**config.mk**
```make
export PLATFORM = sky130hd
export DESIGN_NAME = mem_access_stage
export DESIGN_NICKNAME = d
export VERILOG_FILES = /design/src/rtl/mem_access_stage.sv
export SDC_FILE = /design/constraint.sdc
export NUM_CORES = 1
export LEC_CHECK = 0
export ABC_AREA = 1
export BUFFER_PORTS_ARGS = -buffer_cell sky130_fd_sc_hd__buf_2
export CELL_PAD_IN_SITES_DETAIL_PLACEMENT = 0
export CELL_PAD_IN_SITES_GLOBAL_PLACEMENT = 2
export CORE_MARGIN = 4
export CORE_UTILIZATION = 30
export CTS_BUF_LIST = sky130_fd_sc_hd__clkbuf_4 sky130_fd_sc_hd__clkbuf_8
export DETAILED_ROUTE_END_ITERATION = 16
export HOLD_SLACK_MARGIN = 0.06
export PLACE_DENSITY_LB_ADDON = 0.1
export SLEW_MARGIN = 20
export SYNTH_ARGS = -nofsm -noshare
export SYNTH_HDL_FRONTEND = slang
export SYNTH_SLANG_ARGS = --single-unit
```
**constraint.sdc**
```tcl
create_clock -name clk -period 6.4 [get_ports clk]
set_clock_uncertainty 0.15 [all_clocks]
set_input_delay 1.28 -clock clk [delete_from_list [all_inputs] [get_ports clk]]
set_output_delay 1.28 -clock clk [all_outputs]
set_load 0.05 [all_outputs]
```
**src/rtl/mem_access_stage.sv**
```systemverilog
// Memory-access stage: drives a req/ack data-memory port for loads and stores,
// formats load data and emits one registered writeback beat per accepted op.
module mem_access_stage #(
   parameter int unsigned XLEN        = 32,
   parameter int unsigned ACK_TIMEOUT = 255
) (
   input  logic            clk,
   input  logic            rst,
   input  logic            ex_valid,
   output logic            ex_ready,
   input  logic [XLEN-1:0] alu_result,
   input  logic [XLEN-1:0] store_data,
   input  logic [3:0]      mem_op,
   input  logic [4:0]      rd_idx,
   output logic            dmem_req,
   output logic            dmem_we,
   output logic [XLEN-1:0] dmem_addr,
   output logic [XLEN-1:0] dmem_wdata,
   output logic [3:0]      dmem_be,
   input  logic            dmem_ack,
   input  logic [XLEN-1:0] dmem_rdata,
   output logic            wb_valid,
   output logic [XLEN-1:0] wb_data,
   output logic [4:0]      wb_rd,
   output logic            wb_err
);

   localparam logic [3:0] OP_NONE = 4'b0000;
   localparam logic [3:0] OP_LB   = 4'b0001;
   localparam logic [3:0] OP_LH   = 4'b0010;
   localparam logic [3:0] OP_LW   = 4'b0011;
   localparam logic [3:0] OP_LBU  = 4'b0100;
   localparam logic [3:0] OP_LHU  = 4'b0101;
   localparam logic [3:0] OP_SB   = 4'b1000;
   localparam logic [3:0] OP_SH   = 4'b1001;
   localparam logic [3:0] OP_SW   = 4'b1010;

   typedef enum logic [1:0] {IDLE, BUS, RESP} state_t;

   state_t          state_q;
   logic [7:0]      cnt_q;
   logic [3:0]      op_q;
   logic [XLEN-1:0] addr_q;
   logic [4:0]      rd_q;

   logic            req_q, we_q;
   logic [XLEN-1:0] daddr_q, wdata_q;
   logic [3:0]      be_q;
   logic            wb_valid_q, wb_err_q;
   logic [XLEN-1:0] wb_data_q;
   logic [4:0]      wb_rd_q;

   logic            legal_d, misalign_d, store_d;
   logic [3:0]      be_d;
   logic [XLEN-1:0] wdata_d;
   logic [7:0]      lane_byte;
   logic [15:0]     lane_half;
   logic [XLEN-1:0] load_d;

   // NOTE: every signal written in always_comb gets a default first, so no path can infer a latch.
   always_comb begin
      legal_d    = 1'b1;
      misalign_d = 1'b0;
      store_d    = 1'b0;
      be_d       = 4'b1111;
      wdata_d    = store_data;
      case (mem_op)
         OP_NONE, OP_LB, OP_LBU: ;
         OP_LH, OP_LHU: misalign_d = alu_result[0];
         OP_LW:         misalign_d = |alu_result[1:0];
         OP_SB: begin
            store_d = 1'b1;
            be_d    = 4'b0001 << alu_result[1:0];
            wdata_d = {(XLEN/8){store_data[7:0]}};
         end
         OP_SH: begin
            store_d    = 1'b1;
            misalign_d = alu_result[0];
            be_d       = alu_result[1] ? 4'b1100 : 4'b0011;
            wdata_d    = {(XLEN/16){store_data[15:0]}};
         end
         OP_SW: begin
            store_d    = 1'b1;
            misalign_d = |alu_result[1:0];
         end
         default: legal_d = 1'b0;
      endcase
   end

   always_comb begin
      lane_byte = dmem_rdata[{addr_q[1:0], 3'b000} +: 8];
      lane_half = dmem_rdata[{addr_q[1], 4'b0000} +: 16];
      case (op_q)
         OP_LB:   load_d = {{(XLEN-8){lane_byte[7]}}, lane_byte};
         OP_LBU:  load_d = {{(XLEN-8){1'b0}}, lane_byte};
         OP_LH:   load_d = {{(XLEN-16){lane_half[15]}}, lane_half};
         OP_LHU:  load_d = {{(XLEN-16){1'b0}}, lane_half};
         default: load_d = dmem_rdata;
      endcase
   end

   // NOTE: sequential state uses non-blocking assignments so all registers update from pre-edge values.
   always_ff @(posedge clk or posedge rst) begin
      if (rst) begin
         state_q    <= IDLE;
         cnt_q      <= '0;
         op_q       <= OP_NONE;
         addr_q     <= '0;
         rd_q       <= '0;
         req_q      <= 1'b0;
         we_q       <= 1'b0;
         daddr_q    <= '0;
         wdata_q    <= '0;
         be_q       <= '0;
         wb_valid_q <= 1'b0;
         wb_err_q   <= 1'b0;
         wb_data_q  <= '0;
         wb_rd_q    <= '0;
      end else begin
         case (state_q)
            IDLE: if (ex_valid) begin
               op_q   <= mem_op;
               addr_q <= alu_result;
               rd_q   <= rd_idx;
               if (!legal_d || misalign_d) begin
                  state_q    <= RESP;
                  wb_valid_q <= 1'b1;
                  wb_err_q   <= 1'b1;
                  wb_rd_q    <= '0;
                  wb_data_q  <= alu_result;
               end else if (mem_op == OP_NONE) begin
                  state_q    <= RESP;
                  wb_valid_q <= 1'b1;
                  wb_err_q   <= 1'b0;
                  wb_rd_q    <= rd_idx;
                  wb_data_q  <= alu_result;
               end else begin
                  state_q <= BUS;
                  cnt_q   <= '0;
                  req_q   <= 1'b1;
                  we_q    <= store_d;
                  daddr_q <= {alu_result[XLEN-1:2], 2'b00};
                  be_q    <= be_d;
                  wdata_q <= wdata_d;
               end
            end
            BUS: begin
               if (dmem_ack) begin
                  state_q    <= RESP;
                  req_q      <= 1'b0;
                  wb_valid_q <= 1'b1;
                  wb_err_q   <= 1'b0;
                  wb_rd_q    <= op_q[3] ? 5'd0 : rd_q;
                  wb_data_q  <= op_q[3] ? '0 : load_d;
               end else begin
                  cnt_q <= cnt_q + 8'd1;
                  if (cnt_q == 8'(ACK_TIMEOUT - 1)) begin
                     state_q    <= RESP;
                     req_q      <= 1'b0;
                     wb_valid_q <= 1'b1;
                     wb_err_q   <= 1'b1;
                     wb_rd_q    <= '0;
                     wb_data_q  <= addr_q;
                  end
               end
            end
            RESP: begin
               state_q    <= IDLE;
               wb_valid_q <= 1'b0;
               wb_err_q   <= 1'b0;
               wb_rd_q    <= '0;
               wb_data_q  <= '0;
            end
            default: state_q <= IDLE;
         endcase
      end
   end

   assign ex_ready   = (state_q == IDLE);
   assign dmem_req   = req_q;
   assign dmem_we    = we_q;
   assign dmem_addr  = daddr_q;
   assign dmem_wdata = wdata_q;
   assign dmem_be    = be_q;
   assign wb_valid   = wb_valid_q;
   assign wb_data    = wb_data_q;
   assign wb_rd      = wb_rd_q;
   assign wb_err     = wb_err_q;

endmodule

```
=== After elaboration in Yosys (flattened, before gate mapping) ===
Cells that the tools add are included.

* Register bits: 158
* Input port bits: 109
* Output and inout port bits: 110
* Word-level logic and storage cells: 107

* Add/subtract/negate cells: 1
* Equal/unequal tests: 21
* Shift operators: 3
* Muxes and demuxes: 49
* Bitwise operators: 2
* Reductions and logical operators: 17

{| class="wikitable"
|+ Operators by type and width
! operator !! count
|-
| 2-to-1 mux 32 bit || 6
|-
| one-hot mux 32 bit (4 select lines) || 1
|-
| one-hot mux 32 bit (3 select lines) || 1
|-
| one-hot mux 32 bit (2 select lines) || 1
|-
| 2-to-1 mux 8 bit || 4
|-
| variable part select 32 x 6 -> 16 bit || 1
|-
| variable part select 32 x 6 -> 8 bit || 1
|-
| 2-to-1 mux 5 bit || 6
|-
| equality test 4 x 3 -> 1 bit (second input constant) || 4
|-
| 2-to-1 mux 1 bit || 16
|-
| one-hot mux 8 bit (2 select lines) || 1
|-
| one-hot mux 5 bit (3 select lines) || 1
|-
| equality test 4 x 2 -> 1 bit (second input constant) || 3
|-
| equality test 4 bit (second input constant) || 3
|-
| 2-to-1 mux 2 bit || 5
|-
| AND reduction 5 bit || 2
|-
| OR reduction 9 bit || 1
|-
| adder 8 x 1 -> 8 bit (second input constant) || 1
|-
| equality test 4 x 1 -> 1 bit (second input constant) || 2
|-
| equality test 8 bit (second input constant) || 1
|-
| != test 2 bit (second input constant) || 4
|-
| one-hot mux 4 bit (2 select lines) || 1
|-
| AND reduction 4 bit || 2
|-
| one-hot mux 1 bit (3 select lines) || 2
|-
| other kinds (18) || 23
|}

=== Longest topological paths before layout ===
Gate-level depths: netlist of the first run.

* Depth after elaboration: 8
* Mapped depth: 13
* Gate-level depth less buffers: 12

=== Worst setup path after synthesis of the first run ===
No wires, ideal clock.

* Path kind: input to register
* Start point: input port mem_op[2]
* End point: register wdata_q[0] (netlist: dmem_wdata[0])
* Arrival: 2.457 ns
* Required time: 6.126 ns
* Slack: 3.669 ns
* Stages: 11
* Path buffers: 3
* Path through: nor2_1 > a21oi_1 > nand2_2 > nand3_4 > nor2_2 > buf_6 > nand2_4 > buf_6 > buf_8 > nand2_4 > o21ai_2

* Word-level cells in the longest chain between the ends: 7
* Elaborated cells on any way between the ends: 19
* Those cells by class: eq/ne (8); mux (2); bitwise (2); reduce/logical (7)

{| class="wikitable"
|+ RTL lines
! item !! RTL line !! RTL
|-
| start: declaration || 13 || <nowiki>input logic [3:0] mem_op,</nowiki>
|-
| equality test 4 bit (tied with other cells) || 67 || <nowiki>case (mem_op)</nowiki>
|-
| OR reduction 9 bit (no source line) || -- ||
|-
| 2-to-1 mux 1 bit || 67 ||
|-
| logical NOT 1 bit || 125 || <nowiki>if (!legal_d || misalign_d) begin</nowiki>
|-
| logical OR 1 bit || 125 ||
|-
| inverter 1 bit (no source line) || -- ||
|-
| AND reduction 4 bit (no source line) * || -- ||
|-
| end signal: assignment || 144 || <nowiki>wdata_q <= wdata_d;</nowiki>
|-
| end: declaration || 47 || <nowiki>logic [XLEN-1:0] daddr_q, wdata_q;</nowiki>
|}

Every way passes the cells marked *; elsewhere a longest branch is shown, timed or not.
A chain may end at the register's enable or synchronous reset.

=== Worst setup path in the final report of the first run ===
* Start point: input port ex_valid
* End point: register wdata_q[14] (netlist: dmem_wdata[14])

* Word-level cells in the longest chain between the ends: 1

{| class="wikitable"
|+ RTL lines
! item !! RTL line !! RTL
|-
| start: declaration || 9 || <nowiki>input logic ex_valid,</nowiki>
|-
| AND reduction 4 bit (no source line) || -- ||
|}

Every way passes these cells.

==> results of run 1 <==
-- logic make-up after synthesis --
| logic type | Yosys count |
|---|---|
| other | 1 |
| AOI/OAI and AO/OA | 214 |
| and+or+nand+nor | 550 |
| buffers and inverters | 200 |
| xor gates and xnor gates | 4 |
| adders and majority gates | 6 |
| DFF | 158 |
-- worst max-delay path, delay by kind of cell --
family                 cells  cell delay (ns)
and+or+nand+nor            2             0.65
AOI/OAI and AO/OA          1             0.15
buffers and inverters      4             1.64
-- per-stage QoR --
step	total power [W]	hold slack [ns]
floorplan	0.00396	0.299
global placement	0.00473	0.302
detailed placement	0.00473	0.303
CTS	0.00557	0.329
global route	0.00592	0.346
finish	0.00549	0.322
-- synthesized netlist by cell type, types with 5 or more instances --
cell type / instances
sky130_fd_sc_hd__nand2_1: 431
sky130_fd_sc_hd__dfrtp_1: 158
sky130_fd_sc_hd__inv_1: 141
sky130_fd_sc_hd__o21ai_0: 130
sky130_fd_sc_hd__nand3_1: 65
sky130_fd_sc_hd__a21oi_1: 34
sky130_fd_sc_hd__nor2_1: 26
sky130_fd_sc_hd__o21ai_1: 25
sky130_fd_sc_hd__clkbuf_1: 24
sky130_fd_sc_hd__buf_2: 17
sky130_fd_sc_hd__nand2_4: 11
sky130_fd_sc_hd__o22ai_1: 11
sky130_fd_sc_hd__o21ai_2: 10
sky130_fd_sc_hd__buf_6: 6
sky130_fd_sc_hd__ha_1: 6
sky130_fd_sc_hd__buf_4: 5
sky130_fd_sc_hd__or2_2: 5
-- power groups by stage --
stage	clock network, W	logic (W)	registers (W)
floorplan	0	0.00126	0.00270
global placement	0	0.00300	0.00173
detailed placement	0	0.00301	0.00173
CTS	0.000840	0.00301	0.00172
global route	0.000877	0.00327	0.00178
finish	0.000802	0.00298	0.00171
-- cell type report --
type	count	area share [%]
clock inverters	14	1.67
well taps	372	4.61
repair buffers	225	11.4
multi-input cells	776	35.3
inverters	144	5.41
clock buffers	18	2.46
flip-flops and latches	158	39.2
-- cells in the final DEF, fill, tap and decap left out, types with 2 or more instances in the layout --
cell type,instances
sky130_fd_sc_hd__a21oi_1,34
sky130_fd_sc_hd__buf_2,216
sky130_fd_sc_hd__buf_4,9
sky130_fd_sc_hd__clkbuf_8,18
sky130_fd_sc_hd__clkinv_8,3
sky130_fd_sc_hd__clkinvlp_4,2
sky130_fd_sc_hd__conb_1,2
sky130_fd_sc_hd__dfrtp_1,158
sky130_fd_sc_hd__ha_1,6
sky130_fd_sc_hd__inv_1,139
sky130_fd_sc_hd__inv_2,3
sky130_fd_sc_hd__inv_6,6
sky130_fd_sc_hd__inv_8,2
sky130_fd_sc_hd__nand2_1,430
sky130_fd_sc_hd__nand2_2,5
sky130_fd_sc_hd__nand2_4,11
sky130_fd_sc_hd__nand3_1,65
sky130_fd_sc_hd__nand4_1,2
sky130_fd_sc_hd__nor2_1,24
sky130_fd_sc_hd__nor2_2,5
sky130_fd_sc_hd__o21ai_0,130
sky130_fd_sc_hd__o21ai_1,25
sky130_fd_sc_hd__o21ai_2,10
sky130_fd_sc_hd__o22ai_1,11
sky130_fd_sc_hd__or2_2,5
sky130_fd_sc_hd__xor2_1,4
-- routing by layer --
metal / global-route usage [%] / up-vias / part of all wire [%]
li1: - / 3915 / -
met4: 3.34 / 0 / 0.53
met3: 3.55 / 7 / 4.7
met5: 0 / - / 0
met2: 26.6 / 177 / 43
met1: 27.0 / 3425 / 52
-- flip-flops by register name, indices dropped and copies added, names as in the netlist --
register    flops
dmem_we         1
state_q         2
dmem_wdata     32
op_q            4
addr_q         32
wb_rd           5
wb_err          1
dmem_be         4
dmem_addr      30
cnt_q           8
dmem_req        1
rd_q            5
wb_valid        1
wb_data        32
-- worst max-delay path by stage --
stage	from	end	slack, ns
2_1_floorplan	rst	addr_q[0]	0.71
3_3_place_gp	ex_valid	dmem_wdata[24]	2.26
3_5_place_dp	ex_valid	dmem_wdata[29]	2.22
4_1_cts	ex_valid	dmem_wdata[29]	2.74
5_1_grt	ex_valid	dmem_addr[20]	2.48
6_report	ex_valid	dmem_wdata[14]	2.74
==> metrics.md, run 1 <==
| Metric | Value |
|---|---|
| Outcome | `finished clean` |
| Global placement routability congestion | `~0.77` |
| Critical-path cell list | `buf_2, nand2_2, buf_4, inv_1, nand2_4, buf_4, o21ai_0` |
| Hold Crit Depth | `2` |
| Portion of netlist area occupied by mux cells | `0%` |
| Residual antenna-violating net count after detailed routing | `0` |
| Skew-Pair Late Insertion Delay | `0.45 ns` |
| Clock buffer count from CTS | `17` |
| Register-to-Register Path Depth | `8` |
| Footprint of the multi-input gates | `3560 um2` |
| Die W | `175 um` |
| Crit path setup slack, layout | `2.74 ns` |
| Synthesized-area fraction occupied by xor and xnor cells | `0.420%` |
| Portion of the post-synthesis area used by sequential elements | `47.4%` |
| Area of the core | `27,200 um2` |
| Tightest slew margin relative to the limit | `36.2%` |
| Top-level port count | `roughly 220` |
| Clk sink count | `~160` |
| Starting DRC count in detailed routing | `591` |
| Final-layout fill cell count | `around 3,100` |
| Post-Syn Instances | `1,133` |
| Accumulated negative setup slack | `0 ns` |
| Number of post-CTS setup repair buffers | `0` |
| Setup CP Type | `input pin to register` |
| Area fraction in compound gates after synthesis | `13.7%` |
| Critical path's most frequent cell | `sky130_fd_sc_hd__buf_4` |
| Sink of the worst hold path | `dmem_wdata[23]` |
| Root cell of the clock tree | `sky130_fd_sc_hd__clkbuf_8` |
| Floorplan die area | `30,600 um2` |
| Final routed DRC violation total | `0` |
| Synth area leaders | `sky130_fd_sc_hd__dfrtp_1 (47%), sky130_fd_sc_hd__nand2_1 (19%), sky130_fd_sc_hd__o21ai_0 (7.8%), sky130_fd_sc_hd__inv_1 (6.3%), sky130_fd_sc_hd__nand3_1 (3.9%)` |
| Final worst path period share | `57.2%` |
| Mapped Area | `8350 um2` |
| Biggest area consumer among synthesized cells | `sky130_fd_sc_hd__dfrtp_1` |
| P_leak | `between 5 and 6 nW` |
| Worst R2R End | `dmem_wdata[14]` |
| Y dimension of the die | `175 um` |
| FP Rows | `60` |
| Vias in the first global route | `7,421` |
| Top FF cell, synth | `sky130_fd_sc_hd__dfrtp_1` |
| Sequential fraction of design power | `31.2%` |
| Post-detailed-placement half-perimeter wirelength | `19,800 um` |
| Crit-path slowest cell | `sky130_fd_sc_hd__nand2_4` |
| EDFF count, synth | `0` |
| Setup WS pre-CTS | `2.22 ns` |
| Flip-flop and latch count after synthesis | `158` |
| Crit start category | `input pin` |
| Clock-pin slew on the worst setup and hold paths | `around 0.10 ns` |
| Footprint of the flip-flops and latches | `a little under 4000 um2` |
| Max capacitance violation total | `0` |
| Post-detailed-placement cell area | `approximately 9700 um2` |
| Max Freq | `273 MHz` |
| Synth warn | `0` |
| Total power per unit cell area | `544 nW/um2` |
| Part of the total power dissipated in combinational logic | `54.2%` |
| Start point of the worst hold path | `dmem_wdata[23]` |
| Signed area change from the synthesized netlist to the final layout | `20.8%` |
| Sum of routed wire length over all layers | `about 27,000 um` |
| Path category of the worst min-delay check | `register to register` |
| Placed cells | `between 1,500 and 2,000` |
| Input/output buffers | `216` |
| Synth Area in Adders | `less than 1%` |
| Diodes inserted | `0` |
| Overall overflow remaining after global route | `0` |
| Worst reg2reg startpoint | `state_q[1]` |
| Count of H-tree levels built during CTS | `4` |
| Unrepaired setup endpoints after global routing | `no` |
| Clock period minus worst slack | `3.66 ns` |
| Asr flop ratio synth | `100%` |
| Yosys cell types | `32` |
| Worst path required time | `6.57 ns` |
| Antenna violations before repair | `0` |
| Switching power total | `a little over 0.003 W` |
| Finished Layout Cells | `1,707` |
| Clk pwr share | `14.6%` |
| Resize count post-CTS | `0` |
| Util after Layout | `37.1%` |
| Count of endpoints failing setup in the final report | `0` |
| Slew at the pin closest to its max-slew limit | `0.956 ns` |
| Largest vdd supply drop | `roughly 0.20 mV` |
| Layout cells sized above 1 | `22.6%` |
| Effective utilization at floorplan | `30.7%` |
| Pin count of the biggest net entering global routing | `78` |
| Int Power | `approximately 0.0025 W` |
| Final Instance Area | `between 10,000 and 15,000 um2` |
| Post-synth top area share | `47.4%` |
| Final slew viol count | `0` |
| Final net count | `1,437` |
| Critical Path Sink Type | `register` |
| First-pass GRT wire length | `43,100 um` |
| Flop-to-flop setup slack | `2.91 ns` |
| Final hold viol count | `0` |
| Signal arrival time at the worst endpoint | `3.83 ns` |
| Routed vias/inst | `around 4.4` |
| TritonCTS clock tree | `done` |
| Number of iterations in the first detailed-routing pass | `5` |
| Average instance area after synthesis | `about 7.4 um2` |
| Switching share of power | `55.1%` |
| Slowest Stage Delay on Critical Path | `between 0.5 and 0.6 ns` |
| Largest family of logic cells by synthesized area | `simple AND/OR/NAND/NOR gates` |
| Simple-gate portion of the synthesized area | `between 20% and 30%` |
| Wirelength per Cell | `around 16 um` |
| Vias after detailed routing | `around 7,500` |
| Crit Path Max Fanout | `77` |
| Combined global-route utilization of all metal layers | `~18%` |
| Number of buffers on the longest clock path | `2` |
| # hold bufs at CTS | `0` |
Note: power is estimated with default switching activity, not from simulation.
==> run 2: changes to the inputs <==
Clock period 6.4 ns to 3.4 ns, I/O delays scaled along.
==> metrics.md, run 2 (synthesis results as in run 1) <==
| Metric | Value |
|---|---|
| Outcome | `finished clean` |
| Signal arrival time at the worst endpoint | `2.92 ns (-0.91 ns)` |
| Vias in the first global route | `7,627 (+2.8%)` |
| Switching power total | `0.00573 W (+89%)` |
| Root cell of the clock tree | `sky130_fd_sc_hd__clkbuf_8` |
| Unrepaired setup endpoints after global routing | `no` |
| P_leak | `5.62 nW (+1.2%)` |
| Most frequent standard cell in the layout excluding fill and tap cells | `sky130_fd_sc_hd__nand2_1` |
| Max Freq | `374 MHz` |
| Effective utilization at floorplan | `30.7% (unchanged)` |
| Clk sink count | `158 (unchanged)` |
| PnR Total Power | `0.0103 W (+88%)` |
| Pin count of the biggest net entering global routing | `77 (-1.3%)` |
| Worst path required time | `3.65 ns (-2.92 ns)` |
| FP Rows | `60 (unchanged)` |
| Final worst path period share | `78.6%` |
| Number of buffers on the longest clock path | `2 (unchanged)` |
| Residual antenna-violating net count after detailed routing | `0 (unchanged)` |
| Global placement routability congestion | `0.770 (-0.54%)` |
| Setup CP Type | `register to register` |
| Layout cells sized above 1 | `23.1% (+0.52 points)` |
| Signed area change from the synthesized netlist to the final layout | `22.2%` |
| Y dimension of the die | `175 um (unchanged)` |
| Crit start category | `register` |
| Critical Path Sink Type | `register` |
| Antenna violations before repair | `1 (+1)` |
| Overall overflow remaining after global route | `0 (unchanged)` |
| CP endpoint | `wb_data[20]` |
| Post-detailed-placement half-perimeter wirelength | `20,400 um (+3.3%)` |
| First-pass GRT wire length | `44,000 um (+2.0%)` |
| Placed cells | `1,684 (+0.54%)` |
| Resize count post-CTS | `0 (unchanged)` |
| Clock buffer count from CTS | `17 (unchanged)` |
| Final slew viol count | `0 (unchanged)` |
| Part of the total power dissipated in combinational logic | `55.4% (+1.2 points)` |
| Area of the core | `27,200 um2 (unchanged)` |
| Switching share of power | `55.5% (+0.33 points)` |
| Count of endpoints failing setup in the final report | `0 (unchanged)` |
| Final net count | `1,446 (+0.63%)` |
| Worst reg2reg startpoint | `state_q[0]` |
| Combined global-route utilization of all metal layers | `18.1% (+0.32 points)` |
| Clock-pin slew on the worst setup and hold paths | `0.10 ns (about the same)` |
| Wirelength per Cell | `16.1 um (+1.9%)` |
| Leading cell types in the layout, fill and taps excluded | `sky130_fd_sc_hd__nand2_1 (430), sky130_fd_sc_hd__buf_2 (216), sky130_fd_sc_hd__dfrtp_1 (158), sky130_fd_sc_hd__inv_1 (140), sky130_fd_sc_hd__o21ai_0 (130)` |
| Flop-to-flop setup slack | `0.73 ns (-2.18 ns)` |
| Clock period minus worst slack | `2.67 ns` |
| Finished Layout Cells | `1,717 (+0.59%)` |
| Total power per unit cell area | `1010 nW/um2 (+86%)` |
| Tightest slew margin relative to the limit | `44.1% (+7.9 points)` |
| Die W | `175 um (unchanged)` |
| TritonCTS clock tree | `done` |
| Util after Layout | `37.5% (+0.40 points)` |
| Int Power | `0.00460 W (+87%)` |
| Register-to-Register Path Depth | `10 (+2)` |
| Input/output buffers | `216 (unchanged)` |
| Top-level port count | `219 (unchanged)` |
| Final routed DRC violation total | `0 (unchanged)` |
| Floorplan die area | `30,600 um2 (unchanged)` |
| Launching instance or port of the critical path | `state_q[0]` |
| Slew at the pin closest to its max-slew limit | `0.837 ns (-0.119 ns)` |
| Starting DRC count in detailed routing | `545 (-7.8%)` |
| Number of post-CTS setup repair buffers | `0 (unchanged)` |
| Count of H-tree levels built during CTS | `4 (unchanged)` |
| Crit Path Max Fanout | `22 (-71%)` |
| Skew-Pair Late Insertion Delay | `0.46 ns (about the same)` |
| Routed vias/inst | `4.48 (+1.7%)` |
| Final hold viol count | `0 (unchanged)` |
| Sequential fraction of design power | `30.9% (-0.3 points)` |
| Number of iterations in the first detailed-routing pass | `5 (unchanged)` |
| Path category of the worst min-delay check | `input pin to asynchronous set/reset pin` |
| Clk pwr share | `13.7% (-0.9 points)` |
| Vias after detailed routing | `7,693 (+2.2%)` |
| Worst R2R End | `wb_data[20]` |
| Largest vdd supply drop | `0.411 mV (+110%)` |
| Max capacitance violation total | `0 (unchanged)` |
| Sum of routed wire length over all layers | `27,700 um (+2.5%)` |
| # hold bufs at CTS | `0 (unchanged)` |
| Accumulated negative setup slack | `0 ns (unchanged)` |
run 2: worst min path at each step:
stage                   startpoint              to  depth (start not counted)
CTS                            rst        cnt_q[7]                          2
finish                         rst        cnt_q[7]                          2
global placement    dmem_wdata[16]  dmem_wdata[16]                          2
floorplan                  rd_q[0]         rd_q[0]                          2
global route                   rst        cnt_q[7]                          2
detailed placement  dmem_wdata[16]  dmem_wdata[16]                          2
run 2: worst max-delay path, stage by stage, from the launching register on:
cell and delay [ns]:
sky130_fd_sc_hd__dfrtp_1 0.39, sky130_fd_sc_hd__inv_1 0.09, sky130_fd_sc_hd__ha_1 0.32, sky130_fd_sc_hd__inv_1 0.13
sky130_fd_sc_hd__nor2_1 0.11, sky130_fd_sc_hd__nand2_1 0.26, sky130_fd_sc_hd__inv_1 0.72, sky130_fd_sc_hd__nand3_1 0.21
sky130_fd_sc_hd__nand2_1 0.10, sky130_fd_sc_hd__nand2_1 0.05, sky130_fd_sc_hd__nand2_1 0.08
run 2: power groups by stage:
stage               sequential, W  combinational, W  clock [W]
detailed placement        0.00323           0.00580          0
global placement          0.00323           0.00578          0
global route              0.00331           0.00630    0.00155
floorplan                 0.00508           0.00238          0
CTS                       0.00320           0.00582    0.00148
finish                    0.00319           0.00573    0.00141
run 2: metal layers:
| layer | vias up | GRT usage, % | wire length, um |
|---|---|---|---|
| met1 | 3549 | 26.5 | 13700 |
| met3 | 12 | 4.52 | 1640 |
| li1 | 3933 | - | - |
| met4 | 0 | 3.57 | 190 |
| met2 | 199 | 27.5 | 12200 |
| met5 | - | 0 | 0 |
run 2: per-stage QoR:
step                      hold slack [ns]  instance area, um2  worst slack, ns
after floorplan                     0.299                8360            0.569
after global placement              0.303                9810            0.628
after CTS                           0.194               10200            0.646
after global routing                0.231               10200            0.419
after detailed placement            0.309                9810            0.616
final                               0.201               10200            0.727
run 2: layout make-up:
class	instances	area [um2]
fillers	3021	17000
flip-flops and latches	158	3950
multi-input cells	776	3560
repair buffers	234	1290
inverters	144	544
well taps	372	465
clock buffers	17	234
clock inverters	15	148
diodes	1	2.50
